==> config.mk <==
export PLATFORM = sky130hd
export DESIGN_NAME = id_ex_stage_flat
export DESIGN_NICKNAME = d
export VERILOG_FILES = /design/src/rtl/id_ex_stage_if.sv /design/src/rtl/id_ex_stage.sv /design/src/flat_wrapper.sv
export SDC_FILE = /design/constraint.sdc
export NUM_CORES = 1
export LEC_CHECK = 0
export ABC_CLOCK_PERIOD_IN_PS = 9500
export CAP_MARGIN = 20
export CORE_ASPECT_RATIO = 0.9
export CORE_MARGIN = 4
export CORE_UTILIZATION = 44
export CTS_CLUSTER_DIAMETER = 100
export CTS_CLUSTER_SIZE = 20
export DETAILED_ROUTE_END_ITERATION = 8
export GPL_TIMING_DRIVEN = 0
export PLACE_DENSITY_LB_ADDON = 0.08
export SLEW_MARGIN = 0
export SYNTH_ARGS = -nofsm -noshare
export SYNTH_HDL_FRONTEND = slang
export SYNTH_SLANG_ARGS = --single-unit
==> constraint.sdc <==
create_clock -name clk -period 9.5 [get_ports clk]
set_clock_uncertainty 0.1 [all_clocks]
set_input_delay 0.95 -clock clk [delete_from_list [all_inputs] [get_ports clk]]
set_output_delay 0.95 -clock clk [all_outputs]
set_load 0.03 [all_outputs]
==> src/rtl/id_ex_stage_if.sv <==
`default_nettype none
// ============================================================================
// Module   : id_ex_stage_if
// Brief    : Decode-side bundle into the ID/EX stage and the launched EX-side
//            bundle out of it, plus the upstream stall request.
// Revision : 1.0 - initial release
// ============================================================================
interface id_ex_stage_if #(
  parameter int DATA_W = 32,
  parameter int ADDR_W = 5,
  parameter int CTRL_W = 8
);
  // decode side
  logic              in_valid;
  logic [ADDR_W-1:0] in_rs;
  logic [ADDR_W-1:0] in_rt;
  logic [ADDR_W-1:0] in_rd;
  logic [DATA_W-1:0] in_imm;
  logic [CTRL_W-1:0] in_ctrl;
  logic              stall_req;

  // execute side
  logic              ex_valid;
  logic [ADDR_W-1:0] ex_rs;
  logic [ADDR_W-1:0] ex_rt;
  logic [ADDR_W-1:0] ex_rd;
  logic [DATA_W-1:0] ex_op1;
  logic [DATA_W-1:0] ex_op2;
  logic [DATA_W-1:0] ex_imm;
  logic [CTRL_W-1:0] ex_ctrl;

  // environment (decoder + execute consumer)
  modport master (
    output in_valid, in_rs, in_rt, in_rd, in_imm, in_ctrl,
    input  stall_req,
    input  ex_valid, ex_rs, ex_rt, ex_rd, ex_op1, ex_op2, ex_imm, ex_ctrl
  );

  // the pipeline stage itself
  modport slave (
    input  in_valid, in_rs, in_rt, in_rd, in_imm, in_ctrl,
    output stall_req,
    output ex_valid, ex_rs, ex_rt, ex_rd, ex_op1, ex_op2, ex_imm, ex_ctrl
  );
endinterface
`default_nettype wire

==> src/rtl/id_ex_stage.sv <==
`default_nettype none
// ============================================================================
// Module   : id_ex_stage
// Brief    : Decode-to-execute stage behind a registered-read register file.
//            Slot A holds the decoded fields while the regfile read is in
//            flight; slot B (ex_*) launches them with the returned operands,
//            repairing same-edge write-back collisions through a one-entry
//            bypass register. Detects load-use hazards and stalls upstream.
// Revision : 1.0 - initial release
// ============================================================================
module id_ex_stage #(
  parameter int DATA_W = 32,
  parameter int ADDR_W = 5,
  parameter int CTRL_W = 8
) (
  input  wire logic              clk,
  input  wire logic              rst,
  id_ex_stage_if.slave           bus,
  input  wire logic [DATA_W-1:0] rf_data1,
  input  wire logic [DATA_W-1:0] rf_data2,
  input  wire logic              wb_en,
  input  wire logic [ADDR_W-1:0] wb_reg,
  input  wire logic [DATA_W-1:0] wb_data,
  input  wire logic              flush
);

  localparam logic [ADDR_W-1:0] c_zero_reg     = '0;
  localparam int                c_mem_read_bit = 0;

  // slot A: instruction whose register read is in flight
  logic              a_valid_q, a_valid_d;
  logic [ADDR_W-1:0] a_rs_q,    a_rs_d;
  logic [ADDR_W-1:0] a_rt_q,    a_rt_d;
  logic [ADDR_W-1:0] a_rd_q,    a_rd_d;
  logic [DATA_W-1:0] a_imm_q,   a_imm_d;
  logic [CTRL_W-1:0] a_ctrl_q,  a_ctrl_d;

  // bypass: the write-back that shared an edge with the regfile read
  logic              bp_en_q,   bp_en_d;
  logic [ADDR_W-1:0] bp_reg_q,  bp_reg_d;
  logic [DATA_W-1:0] bp_data_q, bp_data_d;

  // slot B: launched to EX
  logic              ex_valid_q, ex_valid_d;
  logic [ADDR_W-1:0] ex_rs_q,    ex_rs_d;
  logic [ADDR_W-1:0] ex_rt_q,    ex_rt_d;
  logic [ADDR_W-1:0] ex_rd_q,    ex_rd_d;
  logic [DATA_W-1:0] ex_op1_q,   ex_op1_d;
  logic [DATA_W-1:0] ex_op2_q,   ex_op2_d;
  logic [DATA_W-1:0] ex_imm_q,   ex_imm_d;
  logic [CTRL_W-1:0] ex_ctrl_q,  ex_ctrl_d;

  logic stall_req;

  // Register 0 is hard zero; otherwise the bypassed write wins over the
  // regfile, which returned the value from before that write landed.
  function automatic logic [DATA_W-1:0] pick_operand(
    input logic [ADDR_W-1:0] idx,
    input logic [DATA_W-1:0] rf_val,
    input logic              bp_en,
    input logic [ADDR_W-1:0] bp_reg,
    input logic [DATA_W-1:0] bp_data
  );
    logic [DATA_W-1:0] val;
    if (idx == c_zero_reg) begin
      val = '0;
    end else if (bp_en && (bp_reg == idx)) begin
      val = bp_data;
    end else begin
      val = rf_val;
    end
    return val;
  endfunction

  // Load-use hazard: the load in EX writes a register the waiting instruction reads.
  always_comb begin
    stall_req = ex_valid_q && ex_ctrl_q[c_mem_read_bit] && (ex_rt_q != c_zero_reg) &&
                a_valid_q && ((a_rs_q == ex_rt_q) || (a_rt_q == ex_rt_q));
  end

  // Slot A captures a new instruction unless stalled; flush kills it regardless.
  always_comb begin
    a_valid_d = a_valid_q;
    a_rs_d    = a_rs_q;
    a_rt_d    = a_rt_q;
    a_rd_d    = a_rd_q;
    a_imm_d   = a_imm_q;
    a_ctrl_d  = a_ctrl_q;
    if (!stall_req) begin
      a_valid_d = bus.in_valid;
      a_rs_d    = bus.in_rs;
      a_rt_d    = bus.in_rt;
      a_rd_d    = bus.in_rd;
      a_imm_d   = bus.in_imm;
      a_ctrl_d  = bus.in_ctrl;
    end
    if (flush) begin
      a_valid_d = 1'b0;
    end
  end

  // Remember every edge's write-back; writes to register 0 never count.
  always_comb begin
    bp_en_d   = wb_en && (wb_reg != c_zero_reg);
    bp_reg_d  = wb_reg;
    bp_data_d = wb_data;
  end

  // Slot B launches slot A with aligned operands; a stall or flush inserts a bubble.
  always_comb begin
    ex_valid_d = a_valid_q && !stall_req && !flush;
    ex_rs_d    = a_rs_q;
    ex_rt_d    = a_rt_q;
    ex_rd_d    = a_rd_q;
    ex_imm_d   = a_imm_q;
    ex_ctrl_d  = a_ctrl_q;
    ex_op1_d   = pick_operand(a_rs_q, rf_data1, bp_en_q, bp_reg_q, bp_data_q);
    ex_op2_d   = pick_operand(a_rt_q, rf_data2, bp_en_q, bp_reg_q, bp_data_q);
  end

  // State registers; reset discards any in-flight instruction at once.
  always_ff @(posedge clk or posedge rst) begin
    if (rst) begin
      a_valid_q  <= 1'b0;
      a_rs_q     <= '0;
      a_rt_q     <= '0;
      a_rd_q     <= '0;
      a_imm_q    <= '0;
      a_ctrl_q   <= '0;
      bp_en_q    <= 1'b0;
      bp_reg_q   <= '0;
      bp_data_q  <= '0;
      ex_valid_q <= 1'b0;
      ex_rs_q    <= '0;
      ex_rt_q    <= '0;
      ex_rd_q    <= '0;
      ex_op1_q   <= '0;
      ex_op2_q   <= '0;
      ex_imm_q   <= '0;
      ex_ctrl_q  <= '0;
    end else begin
      a_valid_q  <= a_valid_d;
      a_rs_q     <= a_rs_d;
      a_rt_q     <= a_rt_d;
      a_rd_q     <= a_rd_d;
      a_imm_q    <= a_imm_d;
      a_ctrl_q   <= a_ctrl_d;
      bp_en_q    <= bp_en_d;
      bp_reg_q   <= bp_reg_d;
      bp_data_q  <= bp_data_d;
      ex_valid_q <= ex_valid_d;
      ex_rs_q    <= ex_rs_d;
      ex_rt_q    <= ex_rt_d;
      ex_rd_q    <= ex_rd_d;
      ex_op1_q   <= ex_op1_d;
      ex_op2_q   <= ex_op2_d;
      ex_imm_q   <= ex_imm_d;
      ex_ctrl_q  <= ex_ctrl_d;
    end
  end

  assign bus.stall_req = stall_req;
  assign bus.ex_valid  = ex_valid_q;
  assign bus.ex_rs     = ex_rs_q;
  assign bus.ex_rt     = ex_rt_q;
  assign bus.ex_rd     = ex_rd_q;
  assign bus.ex_op1    = ex_op1_q;
  assign bus.ex_op2    = ex_op2_q;
  assign bus.ex_imm    = ex_imm_q;
  assign bus.ex_ctrl   = ex_ctrl_q;

endmodule
`default_nettype wire

==> src/flat_wrapper.sv <==
// flat-port wrapper written by rule: the top's interface ports become plain ports
module id_ex_stage_flat 
#(
  parameter int DATA_W = 32,
  parameter int ADDR_W = 5,
  parameter int CTRL_W = 8
)
  (clk, rst, rf_data1, rf_data2, wb_en, wb_reg, wb_data, flush, bus_in_valid, bus_in_rs, bus_in_rt, bus_in_rd, bus_in_imm, bus_in_ctrl, bus_stall_req, bus_ex_valid, bus_ex_rs, bus_ex_rt, bus_ex_rd, bus_ex_op1, bus_ex_op2, bus_ex_imm, bus_ex_ctrl);
  id_ex_stage_if #(.DATA_W(DATA_W), .ADDR_W(ADDR_W), .CTRL_W(CTRL_W)) bus_i ();
  input  wire logic clk;
  input  wire logic rst;
  input  wire logic [DATA_W-1:0] rf_data1;
  input  wire logic [DATA_W-1:0] rf_data2;
  input  wire logic wb_en;
  input  wire logic [ADDR_W-1:0] wb_reg;
  input  wire logic [DATA_W-1:0] wb_data;
  input  wire logic flush;
  input wire logic [$bits(bus_i.in_valid)-1:0] bus_in_valid;
  input wire logic [$bits(bus_i.in_rs)-1:0] bus_in_rs;
  input wire logic [$bits(bus_i.in_rt)-1:0] bus_in_rt;
  input wire logic [$bits(bus_i.in_rd)-1:0] bus_in_rd;
  input wire logic [$bits(bus_i.in_imm)-1:0] bus_in_imm;
  input wire logic [$bits(bus_i.in_ctrl)-1:0] bus_in_ctrl;
  output wire logic [$bits(bus_i.stall_req)-1:0] bus_stall_req;
  output wire logic [$bits(bus_i.ex_valid)-1:0] bus_ex_valid;
  output wire logic [$bits(bus_i.ex_rs)-1:0] bus_ex_rs;
  output wire logic [$bits(bus_i.ex_rt)-1:0] bus_ex_rt;
  output wire logic [$bits(bus_i.ex_rd)-1:0] bus_ex_rd;
  output wire logic [$bits(bus_i.ex_op1)-1:0] bus_ex_op1;
  output wire logic [$bits(bus_i.ex_op2)-1:0] bus_ex_op2;
  output wire logic [$bits(bus_i.ex_imm)-1:0] bus_ex_imm;
  output wire logic [$bits(bus_i.ex_ctrl)-1:0] bus_ex_ctrl;
  assign bus_i.in_valid = bus_in_valid;
  assign bus_i.in_rs = bus_in_rs;
  assign bus_i.in_rt = bus_in_rt;
  assign bus_i.in_rd = bus_in_rd;
  assign bus_i.in_imm = bus_in_imm;
  assign bus_i.in_ctrl = bus_in_ctrl;
  assign bus_stall_req = bus_i.stall_req;
  assign bus_ex_valid = bus_i.ex_valid;
  assign bus_ex_rs = bus_i.ex_rs;
  assign bus_ex_rt = bus_i.ex_rt;
  assign bus_ex_rd = bus_i.ex_rd;
  assign bus_ex_op1 = bus_i.ex_op1;
  assign bus_ex_op2 = bus_i.ex_op2;
  assign bus_ex_imm = bus_i.ex_imm;
  assign bus_ex_ctrl = bus_i.ex_ctrl;
  id_ex_stage #(.DATA_W(DATA_W), .ADDR_W(ADDR_W), .CTRL_W(CTRL_W)) u_core (.clk(clk), .rst(rst), .bus(bus_i), .rf_data1(rf_data1), .rf_data2(rf_data2), .wb_en(wb_en), .wb_reg(wb_reg), .wb_data(wb_data), .flush(flush));
endmodule
* Word level (Yosys, flattened, before mapping)
Cells that the tools add are included.
** Word-level totals
- Bits in registers :: 214
- Bits of input ports :: 161
- Output and inout bits :: 121
- Logic and storage cells :: 44
** Cells by class
- Equal/unequal tests :: 5
- Multiplexer cells :: 6
- Reductions and logical operators :: 16
** Operators with widths (count)
- $mux 32 :: 4
- $eq 5x5->1 :: 4
- $logic_not 5->1 :: 2
- $reduce_bool 5->1 :: 2
- $logic_and 1x1->1 :: 9
- $logic_not 1->1 :: 2
- $mux 1 :: 2
- $ne 2x2->1 const B :: 1
- $logic_or 1x1->1 :: 1

* Longest topological paths before layout
Gate-level depths: netlist of run 1.
- Depth after elaboration :: 7
- Mapped depth :: 8
- Mapped depth without buffers :: 6

* Worst setup path after synthesis of run 1
No wires, ideal clock.
- Path kind :: register to output
- Start :: reg u_core.ex_rt_q[4], in the netlist u_core.bus.ex_rt[4]
- End :: out bus_stall_req
- Arrival time :: 1.458 ns
- Required time :: 8.450 ns
- Setup slack :: 6.992 ns
- Cell stages (with the launch flop) :: 7
- Buffers on the path :: 1
- Path through :: dfrtp_1 xnor2_1 nand3_1 nor3_1 o21ai_2 inv_2 buf_2
** On the way
- Longest elaborated chain between the ends :: 4
- Elaborated cells on any way between the ends :: 7
- Those cells by class :: eq/ne: 2; reduce/logical: 5
** Ends and longest elaborated chain
- start: declaration :: RTL line id_ex_stage.sv:46 : logic [ADDR_W-1:0] ex_rt_q, ex_rt_d;
- start signal: assignment :: RTL line id_ex_stage.sv:153 : ex_rt_q <= ex_rt_d;
- $reduce_bool 5->1 :: RTL line id_ex_stage.sv:77 : stall_req = ex_valid_q && ex_ctrl_q[c_mem_read_bit] && (ex_rt_q != c_zero_reg) &&
- $logic_and 1x1->1 (2 in series) :: RTL line id_ex_stage.sv:77
- $logic_and 1x1->1 (*) :: RTL line id_ex_stage.sv:78 : a_valid_q && ((a_rs_q == ex_rt_q) || (a_rt_q == ex_rt_q));
- end: declaration :: RTL line flat_wrapper.sv:24 : output wire logic [$bits(bus_i.stall_req)-1:0] bus_stall_req;
Mark *: on every way between the ends. The rest lies on a longest branch, timed or not.

* Worst setup path after layout of run 1
- Start :: reg u_core.a_rs_q[0]
- End :: out bus_stall_req
** On the way
- Longest elaborated chain between the ends :: 3
** Ends and longest elaborated chain
- start: declaration :: RTL line id_ex_stage.sv:32 : logic [ADDR_W-1:0] a_rs_q, a_rs_d;
- start signal: assignment :: RTL line id_ex_stage.sv:143 : a_rs_q <= a_rs_d;
- $eq 5x5->1 :: RTL line id_ex_stage.sv:78
- $logic_or 1x1->1 :: RTL line id_ex_stage.sv:78
- $logic_and 1x1->1 :: RTL line id_ex_stage.sv:78
Every way passes these cells.

==> results of run 1 <==
## critical path, stage by stage, from the launching register on
cell,delay [ns]
dfrtp_1,0.45
xnor2_1,0.19
nand3_1,0.10
nor3_1,0.25
o21ai_2,0.11
inv_2,0.07
buf_2,0.23
clkdlybuf4s50_1,0.72
## cell type report
cell class              count  area [µm²]
well taps                 207         259
multi-input cells         224        1800
plain buffers              20         138
flip-flops and latches    214        5360
clock inverters             1        8.76
diodes                      2        5.00
fillers                  1206        5390
clock buffers              15         375
repair buffers            282        2840
inverters                   3        18.8
## power by group through the flow
| stage | Sequential [mW] | Clock (mW) | Combinational (mW) |
|---|---|---|---|
| floorplan | 1.06 | 0 | 0.0520 |
| global placement | 1.00 | 0 | 0.257 |
| detailed placement | 1.00 | 0 | 0.263 |
| CTS | 0.984 | 0.588 | 0.264 |
| global route | 0.990 | 0.624 | 0.277 |
| finish | 0.984 | 0.568 | 0.260 |
## Yosys cell counts (all sizes together)
library cell	number	area [µm²]
dfrtp	214	5360
nor2	67	251
mux2i	64	641
mux2	55	619
buf	18	130
xor2	12	105
xnor2	8	70.1
inv	3	11.3
nand3	3	15.0
nor3	3	15.0
or4	3	22.5
a21oi	2	10.0
and3	2	12.5
clkbuf	2	7.51
nor4	2	12.5
nor3b	1	7.51
o21a	1	7.51
o21ai	1	8.76
## path summary, 6_finish.rpt
kind / startpoint / slack [ns] / end / depth (start not counted)
worst max-delay path: u_core.a_rs_q[0] / 5.85 / bus_stall_req / 7
worst min-delay path: u_core.a_imm_q[21] / 0.27 / u_core.bus.ex_imm[21] / 0
worst max register to register: u_core.a_rt_q[1] / 7.26 / u_core.bus.ex_op2[24] / 4
worst min register to register: u_core.a_imm_q[21] / 0.27 / u_core.bus.ex_imm[21] / 0
max in group asynchronous: rst / 7.39 / u_core.a_rt_q[1] / 3
min in group asynchronous: rst / 0.93 / u_core.bus.ex_op2[6] / 2
## layout by cell type (no fill, tap or decap)
cell type,Yosys,layout
clkbuf_1,2,2
nand3_1,3,3
mux2i_1,64,64
nor4_1,2,2
clkdlybuf4s50_1,0,281
buf_16,0,1
dfrtp_1,214,214
clkbuf_16,0,15
inv_1,2,1
o21a_1,1,1
diode_2,0,2
a21oi_1,2,2
nor3b_1,1,1
o21ai_2,1,1
or4_1,3,3
mux2_1,2,2
mux2_2,53,53
xnor2_1,8,8
nor3_1,3,3
clkinv_4,0,1
inv_2,1,1
buf_2,8,8
nor2_1,67,67
xor2_1,12,12
buf_4,6,6
and3_1,2,2
inv_8,0,1
buf_6,4,4
## cells by family after synthesis
group                     Yosys count  synth area share
DFF                               214             0.733
muxes                             119             0.173
and+or+nand+nor                    81            0.0461
buffers and inverters              23            0.0204
xor gates and xnor gates           20            0.0240
AOI/OAI and AO/OA                   4           0.00360
## per-stage QoR
step	power, mW	std cells	instance area, µm²
after global placement	1.26	949	10400
final	1.81	968	10800
after CTS	1.84	966	10800
after floorplan	1.11	461	7300
after detailed placement	1.27	950	10400
after global routing	1.89	967	10800
## flip-flops by register name, summed over array words and instances, names as in the netlist
| register | flops |
|---|---|
| u_core.a_imm_q | 32 |
| u_core.bus.ex_valid | 1 |
| u_core.bus.ex_imm | 32 |
| u_core.a_rt_q | 5 |
| u_core.bus.ex_op1 | 32 |
| u_core.a_rd_q | 5 |
| u_core.a_rs_q | 5 |
| u_core.bus.ex_rt | 5 |
| u_core.bus.ex_rs | 5 |
| u_core.bp_en_q | 1 |
| u_core.a_ctrl_q | 8 |
| u_core.a_valid_q | 1 |
| u_core.bp_data_q | 32 |
| u_core.bus.ex_ctrl | 8 |
| u_core.bus.ex_op2 | 32 |
| u_core.bp_reg_q | 5 |
| u_core.bus.ex_rd | 5 |
## layer usage
| metal | vias to the layer above | track usage | routed length, µm |
|---|---|---|---|
| li1 | 2116 | - | - |
| met3 | 26 | 0.0773 | 2070 |
| met1 | 2297 | 0.241 | 7210 |
| met4 | 0 | 0.0515 | 461 |
| met2 | 199 | 0.319 | 8900 |
| met5 | - | 0 | 0 |
==> qor.csv, run 1 <==
metric,value,unit
clk slew on worst S/H paths,0.08,ns
# H-tree levels,1,
Leak,4.49,nW
Int Pwr,1.38,mW
CTS tree,built,
Core Region,16200,µm²
Tightest Pin Transition,0.741,ns
post-CTS sizing,0,
I/O Buffers,281,
Post-CTS Setup Repair Bufs,0,
Sw Pwr,0.434,mW
Root Buffer,clkbuf_16,
Max Fclk,0.274,GHz
post-layout util,0.667,
first-pass GRT wire length,27900,µm
remaining global-route overflow,0,
post-synthesis sequential area ratio,0.733,
clk_lat worst skew,0.47,ns
setup TNS,0,ns
Hold WC Path Type,reg -> reg,
layout cells sized above 1,0.120,
status,completed,
crit share post-route,0.384,
Post-Syn Nets,622,
vias per cell,4.79,
Synth warnings,0,
#FFs+latches synth,214,
clock buffer depth,3,
setup ws final,5.85,ns
Arrival @ worst endpoint,2.60,ns
final WL,18600,µm
placer congestion estimate,0.827,
Pre-Repair DR Iteration Count,4,
drt drc,0,
critical path launch point type,flip-flop,
Crit Path Class,reg -> out,
max-slew violations,0,
total CTS buffers,14,
Crit. End Element,primary output,
initial antenna violation count,2,
height of the die,130,µm
Clk network pwr share,0.313,
Max Cap Viol,0,
Synth Instances,461,
Clock Sinks,214,
chip width,144,µm
Net Sw Frac,0.240,
Detail Placement HPWL,13800,µm
synthesis-to-finish area growth,47.9,%
Critical Path Fanout Max,10,
I/O pin count,282,
Post-Syn Area,7300,µm²
mean post-synth cell area,15.8,µm²
"Req. time, crit path",8.45,ns
worst vdd ir,173,µV
hold slack final,0.265,ns
fin crit period,3.65,ns
Gate power share,0.143,
Routed Antenna Nets,0,
Die ar.,18700,µm²
Rel. slew slack,0.506,
synth unique cells,22,
via count,4638,
sequential power share,0.543,
Final Hold Fails,0,
CTS Hold Bufs,0,
unrepaired setup endpoints after global routing,false,
pre-CTS setup slack,6.34,ns
vias in the first global route,5079,
standard-cell rows,44,
Power Density,168,nW/µm²
NumNets Final,920,
endpoints failing setup,0,
initial DRC count,94,
largest net degree at the start of global routing,111,
DR WL/cell,19.3,µm
Initial Util,0.451,
total track usage,0.194,
Note: power is estimated with default switching activity, not from simulation.
==> inputs of run 2 (changes only) <==
--- a/config.mk
+++ b/config.mk
@@ -5,7 +5,7 @@
 export SDC_FILE = /design/constraint.sdc
 export NUM_CORES = 1
 export LEC_CHECK = 0
-export ABC_CLOCK_PERIOD_IN_PS = 9500
+export ABC_CLOCK_PERIOD_IN_PS = 3600
 export CAP_MARGIN = 20
 export CORE_ASPECT_RATIO = 0.9
 export CORE_MARGIN = 4
==> constraint.sdc (replaced) <==
create_clock -name clk -period 3.6 [get_ports clk]
set_clock_uncertainty 0.1 [all_clocks]
set_input_delay 0.36 -clock clk [delete_from_list [all_inputs] [get_ports clk]]
set_output_delay 0.36 -clock clk [all_outputs]
set_load 0.03 [all_outputs]
==> run 2 against run 1 <==
  * Global-route usage fell by 0.28 points
  * Utilization rose by 0.39 points
  * Critical path type unchanged
  * Via count rose by 1.7%
  * Largest cell class unchanged
==> qor.csv, run 2 (synthesized netlist as in run 1, its figures left out) <==
metric,value,unit,change
status,completed,,unchanged
clk_lat worst skew,0.46,ns,was 0.47 ns
post-CTS sizing,0,,unchanged
Met1 Wirelength,6940,µm,was 7210 µm
met3 wire len,1870,µm,was 2070 µm
drt drc,0,,unchanged
final WL,18300,µm,was 18600 µm
Rel. slew slack,0.621,,was 0.506
# H-tree levels,1,,unchanged
CTS tree,built,,unchanged
Clock Sinks,214,,unchanged
total CTS buffers,14,,unchanged
Pre-Repair DR Iteration Count,4,,unchanged
I/O Buffers,281,,unchanged
initial DRC count,100,,was 94
Crit. End Element,primary output,,unchanged
via count,4719,,was 4638
Initial Util,0.451,,unchanged
most frequent cells in the layout,"clkdlybuf4s50_1, dfrtp_1, nor2_1",,unchanged
metal2 WL,8910,µm,was 8900 µm
total track usage,0.191,,was 0.194
Detail Placement HPWL,13900,µm,was 13800 µm
endpoints failing setup,0,,unchanged
hold slack final,0.215,ns,was 0.265 ns
Antenna Cells,0,,was 2
"setup slack, reg-to-reg",1.44,ns,was 7.26 ns
R2R Path End,u_core.bus.ex_op1[1],,was u_core.bus.ex_op2[24]
critical path launch point type,flip-flop,,unchanged
clk slew on worst S/H paths,0.08,ns,about the same
CP Launch Point,u_core.a_rt_q[4],,was u_core.a_rs_q[0]
unrepaired setup endpoints after global routing,false,,unchanged
CTS Hold Bufs,0,,unchanged
Leak,4.52,nW,was 4.49 nW
clock buffer depth,3,,unchanged
FF-to-FF path depth,4,,unchanged
RR Startpoint,u_core.a_rs_q[3],,was u_core.a_rt_q[1]
standard-cell rows,44,,unchanged
Arrival @ worst endpoint,2.58,ns,was 2.60 ns
I/O pin count,282,,unchanged
top sig layer,met4,,unchanged
post-layout util,0.671,,was 0.667
crit share post-route,0.845,,
vias per cell,4.86,,was 4.79
vias in the first global route,5047,,was 5079
Crit Path Class,reg -> out,,unchanged
Power Density,441,nW/µm²,was 168 nW/µm²
placer congestion estimate,0.837,,was 0.827
first-pass GRT wire length,27500,µm,was 27900 µm
Tightest Pin Transition,0.567,ns,was 0.741 ns
initial antenna violation count,0,,was 2
chip width,144,µm,unchanged
Final Hold Fails,0,,unchanged
"commonest non-fill, non-tap cell in the layout",clkdlybuf4s50_1,,unchanged
synthesis-to-finish area growth,48.7,%,was 47.9%
DR WL/cell,18.9,µm,was 19.3 µm
Max Fclk,0.329,GHz,
layout cells sized above 1,0.125,,was 0.120
NumNets Final,924,,was 920
Max Cap Viol,0,,unchanged
Post-CTS Setup Repair Bufs,0,,unchanged
Critical Path Fanout Max,10,,unchanged
fin crit period,3.04,ns,
Die ar.,18700,µm²,unchanged
max-slew violations,0,,unchanged
Root Buffer,clkbuf_16,,unchanged
height of the die,130,µm,unchanged
Hold WC Path Type,in -> async,,was reg -> reg
worst vdd ir,333,µV,was 173 µV
remaining global-route overflow,0,,unchanged
Core Region,16200,µm²,unchanged
"Req. time, crit path",3.14,ns,was 8.45 ns
largest net degree at the start of global routing,46,,was 111
Routed Antenna Nets,0,,unchanged
==> run 2: cell types whose count changed in the layout (fill, tap and decap cells not counted) <==
| cell | previous run | this run |
|---|---|---|
| diode_2 | 2 | 0 |
| inv_8 | 1 | 0 |
| buf_12 | 0 | 5 |
| buf_16 | 1 | 0 |
| clkinvlp_4 | 0 | 1 |
==> run 2: worst max-delay path by stage <==
stage / cells past startpoint / to / slack (ns)
after detailed placement: 7 / bus_stall_req / 1.03
final: 7 / bus_stall_req / 0.56
after floorplan: 1 / u_core.a_ctrl_q[0] / 0.36
after global placement: 2 / u_core.bp_data_q[12] / -1.08
after CTS: 7 / bus_stall_req / 0.50
after global routing: 7 / bus_stall_req / 0.34
==> run 2: power by group <==
group          switching [mW]  internal, mW  leakage, nW
Clock                   0.759         0.746        0.189
Combinational           0.330         0.360         1.83
Sequential             0.0619          2.53         2.50
==> run 2: cell type report <==
class	count	area (µm²)
multi-input cells	224	1800
clock inverters	1	8.76
clock buffers	15	375
plain buffers	20	138
inverters	3	15.0
flip-flops and latches	214	5360
fillers	1189	5320
repair buffers	286	2910
well taps	207	259
==> run 2: critical path, cell delays in order (launching register included) <==
cell,delay (ns)
dfrtp_1,0.46
xnor2_1,0.19
nand3_1,0.09
nor3_1,0.23
o21ai_2,0.12
inv_2,0.07
buf_2,0.24
clkdlybuf4s50_1,0.72
==> run 2: metal layers <==
layer | up-vias | track usage
met4 | 0 | 0.0598
met1 | 2355 | 0.231
met3 | 34 | 0.0726
met2 | 191 | 0.320
li1 | 2139 | -
met5 | - | 0
==> run 2: through the flow <==
step	power, mW	setup WS, ns	cells	setup TNS [ns]	instance area (µm²)
2_1_floorplan	2.94	0.356	461	0	7310
3_3_place_gp	3.32	-1.08	949	-228.59	10400
3_5_place_dp	3.35	1.03	954	0	10500
4_1_cts	4.85	0.500	970	0	10900
5_1_grt	5.00	0.340	970	0	10900
6_report	4.79	0.558	970	0	10900
==> inputs of run 3 (changes only) <==
--- a/config.mk
+++ b/config.mk
@@ -5,7 +5,7 @@
 export SDC_FILE = /design/constraint.sdc
 export NUM_CORES = 1
 export LEC_CHECK = 0
-export ABC_CLOCK_PERIOD_IN_PS = 3600
+export ABC_CLOCK_PERIOD_IN_PS = 3200
 export CAP_MARGIN = 20
 export CORE_ASPECT_RATIO = 0.9
 export CORE_MARGIN = 4
==> constraint.sdc (replaced) <==
create_clock -name clk -period 3.2 [get_ports clk]
set_clock_uncertainty 0.1 [all_clocks]
set_input_delay 0.32 -clock clk [delete_from_list [all_inputs] [get_ports clk]]
set_output_delay 0.32 -clock clk [all_outputs]
set_load 0.03 [all_outputs]
==> run 3 against run 2 <==
  * Sequential share of layout area about the same
  * First-iteration DRC count is the same
  * Design area about the same
  * Critical path type unchanged
  * Register-to-register slack got worse by 0.40 ns
  * Hold slack worse by 0.040 ns
  * Final cell count did not move
==> qor.csv, run 3 (synthesized netlist as in run 1, its figures left out) <==
metric,value,unit,change
most frequent cells in the layout,"clkdlybuf4s50_1, dfrtp_1, nor2_1",,unchanged
Crit Path Class,reg -> out,,unchanged
CP Launch Point,u_core.a_rt_q[4],,unchanged
Die ar.,18700,µm²,unchanged
clk_lat worst skew,0.46,ns,about the same
final WL,18300,µm,about the same
CTS Hold Bufs,0,,unchanged
initial DRC count,100,,unchanged
Rel. slew slack,0.621,,unchanged
RR Startpoint,u_core.a_rs_q[3],,unchanged
NumNets Final,924,,unchanged
vias per cell,4.86,,about the same
Tightest Pin Transition,0.567,ns,unchanged
Final Hold Fails,0,,unchanged
largest net degree at the start of global routing,46,,unchanged
CTS tree,built,,unchanged
vias in the first global route,5047,,unchanged
total CTS buffers,14,,unchanged
Antenna Cells,0,,unchanged
DR WL/cell,18.9,µm,about the same
clock buffer depth,3,,unchanged
Detail Placement HPWL,13900,µm,unchanged
Hold WC Path Type,in -> async,,unchanged
Root Buffer,clkbuf_16,,unchanged
Post-CTS Setup Repair Bufs,0,,unchanged
chip width,144,µm,unchanged
status,completed,,unchanged
CP Cell Sequence,xnor2_1 -> nand3_1 -> nor3_1 -> o21ai_2 -> inv_2 -> buf_2 -> dlymetal6s2s_1,,was xnor2_1 -> nand3_1 -> nor3_1 -> o21ai_2 -> inv_2 -> buf_2 -> clkdlybuf4s50_1
"Req. time, crit path",2.78,ns,was 3.14 ns
via count,4717,,was 4719
drt drc,0,,unchanged
crit share post-route,0.816,,
Core Region,16200,µm²,unchanged
synthesis-to-finish area growth,48.8,%,was 48.7%
I/O pin count,282,,unchanged
"commonest non-fill, non-tap cell in the layout",clkdlybuf4s50_1,,unchanged
Routed Antenna Nets,0,,unchanged
endpoints failing setup,0,,unchanged
slowest CP cell,dfrtp_1,,was clkdlybuf4s50_1
first-pass GRT wire length,27500,µm,unchanged
family with the most delay on the worst path,buffers and inverters,,unchanged
FILL cells,1188,,was 1189
Arrival @ worst endpoint,2.19,ns,was 2.58 ns
fin crit period,2.61,ns,
layout cells sized above 1,0.125,,unchanged
Crit. End Element,primary output,,unchanged
max-slew violations,0,,unchanged
Leak,4.54,nW,was 4.52 nW
remaining global-route overflow,0,,unchanged
Initial Util,0.451,,unchanged
standard-cell rows,44,,unchanged
placer congestion estimate,0.837,,unchanged
initial antenna violation count,0,,unchanged
unrepaired setup endpoints after global routing,false,,unchanged
Clock Sinks,214,,unchanged
worst vdd ir,374,µV,was 333 µV
hold slack final,0.175,ns,was 0.215 ns
clk slew on worst S/H paths,0.08,ns,about the same
Max Cap Viol,0,,unchanged
critical path launch point type,flip-flop,,unchanged
# H-tree levels,1,,unchanged
total track usage,0.191,,unchanged
post-CTS sizing,0,,unchanged
Power Density,496,nW/µm²,was 441 nW/µm²
CP bufs+invs,3,,unchanged
Pre-Repair DR Iteration Count,4,,unchanged
max incr delay on CP,0.46,ns,was 0.72 ns
I/O Buffers,281,,unchanged
height of the die,130,µm,unchanged
overall power,5.39,mW,was 4.79 mW
Critical Path Fanout Max,10,,unchanged
Max Fclk,0.383,GHz,
-- run 3: layout make-up --
type	instances	area, µm²	share of cell area
clock buffer	15	375	0.0346
sequential	214	5360	0.493
clock inverter	1	8.76	0.000806
multi-input combinational	224	1800	0.165
tap	207	259	0.0238
inverter	3	15.0	0.00138
buffer	20	138	0.0127
timing repair buffer	286	2920	0.268
-- run 3: final timing paths --
kind	slack [ns]	endpoint	depth (start not counted)
max in group asynchronous	1.70	u_core.a_rd_q[2]	5
min	0.18	u_core.bus.ex_imm[17]	2
max reg2reg	1.04	u_core.bus.ex_op1[1]	4
max	0.59	bus_stall_req	7
min in group clk	0.19	u_core.bp_data_q[22]	1
min reg2reg	0.27	u_core.bus.ex_imm[18]	0
-- run 3: metrics by stage --
stage	TNS [ns]	setup slack (ns)	utilization	cell area (µm²)	instances
2_1_floorplan	-0.889	-0.00416	-	7310	461
3_3_place_gp	-305.63	-1.44	0.641	10400	949
3_5_place_dp	0	0.671	0.647	10500	954
4_1_cts	0	0.140	0.671	10900	970
5_1_grt	0	0.383	0.671	10900	970
6_report	0	0.590	0.671	10900	970
-- run 3: routing by layer --
layer	share of wire	routed length, µm	global-route usage	vias to the layer above
li1	-	-	-	2139
met1	0.38	6940	0.231	2353
met2	0.49	8910	0.320	191
met3	0.10	1880	0.0726	34
met4	0.032	588	0.0598	0
met5	0	0	0	-
-- run 3: where the power goes --
group / total [mW] / switching, mW / internal [mW]
registers: 2.92 / 0.0697 / 2.85
clock network: 1.69 / 0.854 / 0.839
logic: 0.777 / 0.372 / 0.405
total: 5.39 / 1.30 / 4.09
==> variant, RTL diff (flow settings as in run 3) <==
`CTRL_W` is set to 8 in 3 places; all go to 10.
--- a/src/rtl/id_ex_stage_if.sv
+++ b/src/rtl/id_ex_stage_if.sv
@@ -8,7 +8,7 @@
 interface id_ex_stage_if #(
   parameter int DATA_W = 32,
   parameter int ADDR_W = 5,
-  parameter int CTRL_W = 8
+  parameter int CTRL_W = 10
 );
   // decode side
   logic              in_valid;
--- a/src/rtl/id_ex_stage.sv
+++ b/src/rtl/id_ex_stage.sv
@@ -11,7 +11,7 @@
 module id_ex_stage #(
   parameter int DATA_W = 32,
   parameter int ADDR_W = 5,
-  parameter int CTRL_W = 8
+  parameter int CTRL_W = 10
 ) (
   input  wire logic              clk,
   input  wire logic              rst,
--- a/src/flat_wrapper.sv
+++ b/src/flat_wrapper.sv
@@ -3,7 +3,7 @@
 #(
   parameter int DATA_W = 32,
   parameter int ADDR_W = 5,
-  parameter int CTRL_W = 8
+  parameter int CTRL_W = 10
 )
   (clk, rst, rf_data1, rf_data2, wb_en, wb_reg, wb_data, flush, bus_in_valid, bus_in_rs, bus_in_rt, bus_in_rd, bus_in_imm, bus_in_ctrl, bus_stall_req, bus_ex_valid, bus_ex_rs, bus_ex_rt, bus_ex_rd, bus_ex_op1, bus_ex_op2, bus_ex_imm, bus_ex_ctrl);
   id_ex_stage_if #(.DATA_W(DATA_W), .ADDR_W(ADDR_W), .CTRL_W(CTRL_W)) bus_i ();
Ports: changed (resized bus_ex_ctrl and bus_in_ctrl); port bits go from 282 to 286. The function was not compared with the original's and may differ.
==> variant against run 3 <==
  * Routed wire length is 4.4% higher
  * Design area is 1.9% higher
  * Sequential cell count grew 4
  * Die area is 1.9% higher
  * Critical path depth did not move
  * Setup slack worse by 0.096 ns
  * Non-clock buffer count is 4 higher
  * Sequential share of layout area is essentially flat
  * Total power rose by 1.7%
  * Synthesized area rose by 2.0%
==> variant: results (changes against run 3) <==
Run status:
- The run finished with clean final reports.

Route:
- The detailed-route via count came to 4715 (-0.042%).
- The number of DRC markers in iteration 0 came to 203 (+100%).
- The wire length on met3 came to 1990 µm (+5.9%).
- The final routed wire length divided by cell count is 19.5 µm (+3.1%).
- Signal routing reaches up to met5.
- The detailed-route wire length on metal 1 is 7460 µm (+7.5%).
- The routed wire length on met2 is 9340 µm (+4.8%).

Cells and area:
- The number of non-filler instances in the completed layout was 982 (+1.2%).
- The fraction of layout instances using a drive strength above 1 is 12.7% (+0.23 points).
- The number of nets in the finished design was 936 (+1.3%).

Global routing:
- The number of antenna violations at the first check in global routing was 3 (+3).
- The wire length of the first global-routing pass came to 30500 µm (+11%).
- The number of global-route vias before repair is 5253 (+4.1%).
- The fraction of met3 tracks used by global routing came to 8.75% (+1.5 points).
- The overall track demand over capacity in global routing was 20.2% (+1.1 points).
- The met1 capacity usage during global routing is 24.6% (+1.5 points).
- The met2 track demand over resource in global routing was 33.8% (+1.8 points).
- The maximum number of pins on one net before global-route repair is 44 (-4.3%).

Logic synthesis:
- The sequential element share of the synthesized area is 73.2% (-0.098 points).
- Counting instances in the post-synthesis netlist gives the leading cell types as dfrtp_1, nor2_1, mux2i_1.
- The net count of the mapped netlist is 630 (+1.3%).
- The cell with the most instances after synthesis is dfrtp_1.
- The post-synthesis cell count is 467 (+1.3%).
- In the post-synthesis netlist, the biggest area contributors are dfrtp_1, mux2i_1, mux2_2, nor2_1, mux2_4.
- The async set-or-reset flop fraction in the synthesized netlist came to 100% (unchanged).

Placement:
- The half-perimeter wire length of the detailed placement result is 14600 µm (+4.7%).
- The number of port buffers came to 285 (+1.4%).
- The total placed cells including tap cells came to 964 (+1.0%).
- The final estimated routing congestion in global placement is 0.821 (-1.9%).

Setup path:
- In this run the worst setup path terminates at bus_stall_req.
- The kind of cell with the highest combined delay on the critical path is buffers and inverters.
- The startpoint identified for the worst register-to-register timing path is u_core.a_rt_q[1]$_DFFE_PP0N_.
- The largest incremental delay on the critical path is 0.46 ns (about the same).
- The number of cells on the worst reg-to-reg path is 4 (unchanged).
- The worst-path maximum fanout is 10 (unchanged).
- The worst setup slack for register-to-register paths is 0.97 ns (-0.07 ns).
- The endpoint of the worst-slack reg-to-reg timing path is u_core.bus.ex_op2[6]$_DFF_PP0_.
- In this run the worst setup path begins at u_core.a_rt_q[0]$_DFFE_PP0N_.

Power:
- The maximum VDD drop is 0.470 mV (+26%).
- The leakage power summed over all cells is 4.64 nW (+2.2%).

CTS:
- The clock latency of the later-clocked register in the worst-skew pair is 0.46 ns (about the same).
- The clock buffer count from CTS is 14 (unchanged).
- In this run the clock root is driven by a clkbuf_16.

Min path:
- The worst hold-check path type is primary input to flip-flop.

Floorplanning:
- The die boundary width was 145 µm (+0.94%).

STA:
- The worst relative slew slack is 50.1% (-12 points).
variant: cell types whose count changed after synthesis:
| cell | run 3 | this run |
|---|---|---|
| dfrtp_1 | 214 | 218 |
| mux2_2 | 53 | 47 |
| buf_2 | 8 | 9 |
| buf_6 | 4 | 2 |
| clkbuf_1 | 2 | 3 |
| mux2_1 | 2 | 0 |
| mux2_4 | 0 | 10 |
variant: layout make-up:
cell class | count | area, µm²
diodes | 2 | 5.00
plain buffers | 20 | 124
clock buffers | 16 | 389
fillers | 1141 | 5280
inverters | 3 | 15.0
multi-input cells | 226 | 1860
flip-flops and latches | 218 | 5460
well taps | 207 | 259
repair buffers | 290 | 2960
variant: cell families after synthesis:
family                    after synthesis  synth area share [%]
xor gates and xnor gates               20                  2.35
AOI/OAI and AO/OA                       4                 0.353
and+or+nand+nor                        81                  4.52
buffers and inverters                  23                  1.81
DFF                                   218                  73.2
muxes                                 121                  17.7
variant: repair_timing:
action,CTS,global route
setup endpoints to repair,0,1
hold buffers,0,0
buffers inserted,0,0
hold endpoints to repair,0,0
resized for setup,0,1
variant: report_power, final:
| part | leakage, nW | switching [mW] | internal (mW) |
|---|---|---|---|
| Clock | 0.192 | 0.850 | 0.860 |
| Combinational | 1.90 | 0.380 | 0.415 |
| Sequential | 2.55 | 0.0710 | 2.90 |
| Total | 4.64 | 1.30 | 4.18 |
variant: metrics by stage:
step / instance area, µm² / setup WS, ns / utilization, % / TNS [ns]
global route: 11100 / 0.337 / 67.7 / 0
global placement: 10600 / -1.47 / 64.6 / -315.90
detailed placement: 10700 / 0.558 / 65.3 / 0
floorplan: 7450 / -0.0601 / - / -13.10
CTS: 11100 / 0.0355 / 67.6 / 0
finish: 11100 / 0.493 / 67.7 / 0
variant: worst min-delay path by stage:
| stage | depth (start not counted) | start | endpoint | slack (ns) |
|---|---|---|---|---|
| detailed placement | 0 | u_core.a_imm_q[27]$_DFFE_PP0N_ | u_core.bus.ex_imm[27]$_DFF_PP0_ | 0.26 |
| floorplan | 0 | u_core.a_ctrl_q[0]$_DFFE_PP0N_ | u_core.bus.ex_ctrl[0]$_DFF_PP0_ | 0.25 |
| CTS | 1 | wb_data[4] | u_core.bp_data_q[4]$_DFF_PP0_ | 0.17 |
| global route | 1 | wb_data[6] | u_core.bp_data_q[6]$_DFF_PP0_ | 0.16 |
| global placement | 0 | u_core.a_imm_q[18]$_DFFE_PP0N_ | u_core.bus.ex_imm[18]$_DFF_PP0_ | 0.25 |
| finish | 1 | wb_data[4] | u_core.bp_data_q[4]$_DFF_PP0_ | 0.19 |
variant: worst register-to-register path: stages, from the launching register on:
cell,delay (ns)
dfrtp_1,0.45
or4_1,0.54
nor2_1,0.36
clkbuf_1,0.50
nor2_1,0.13
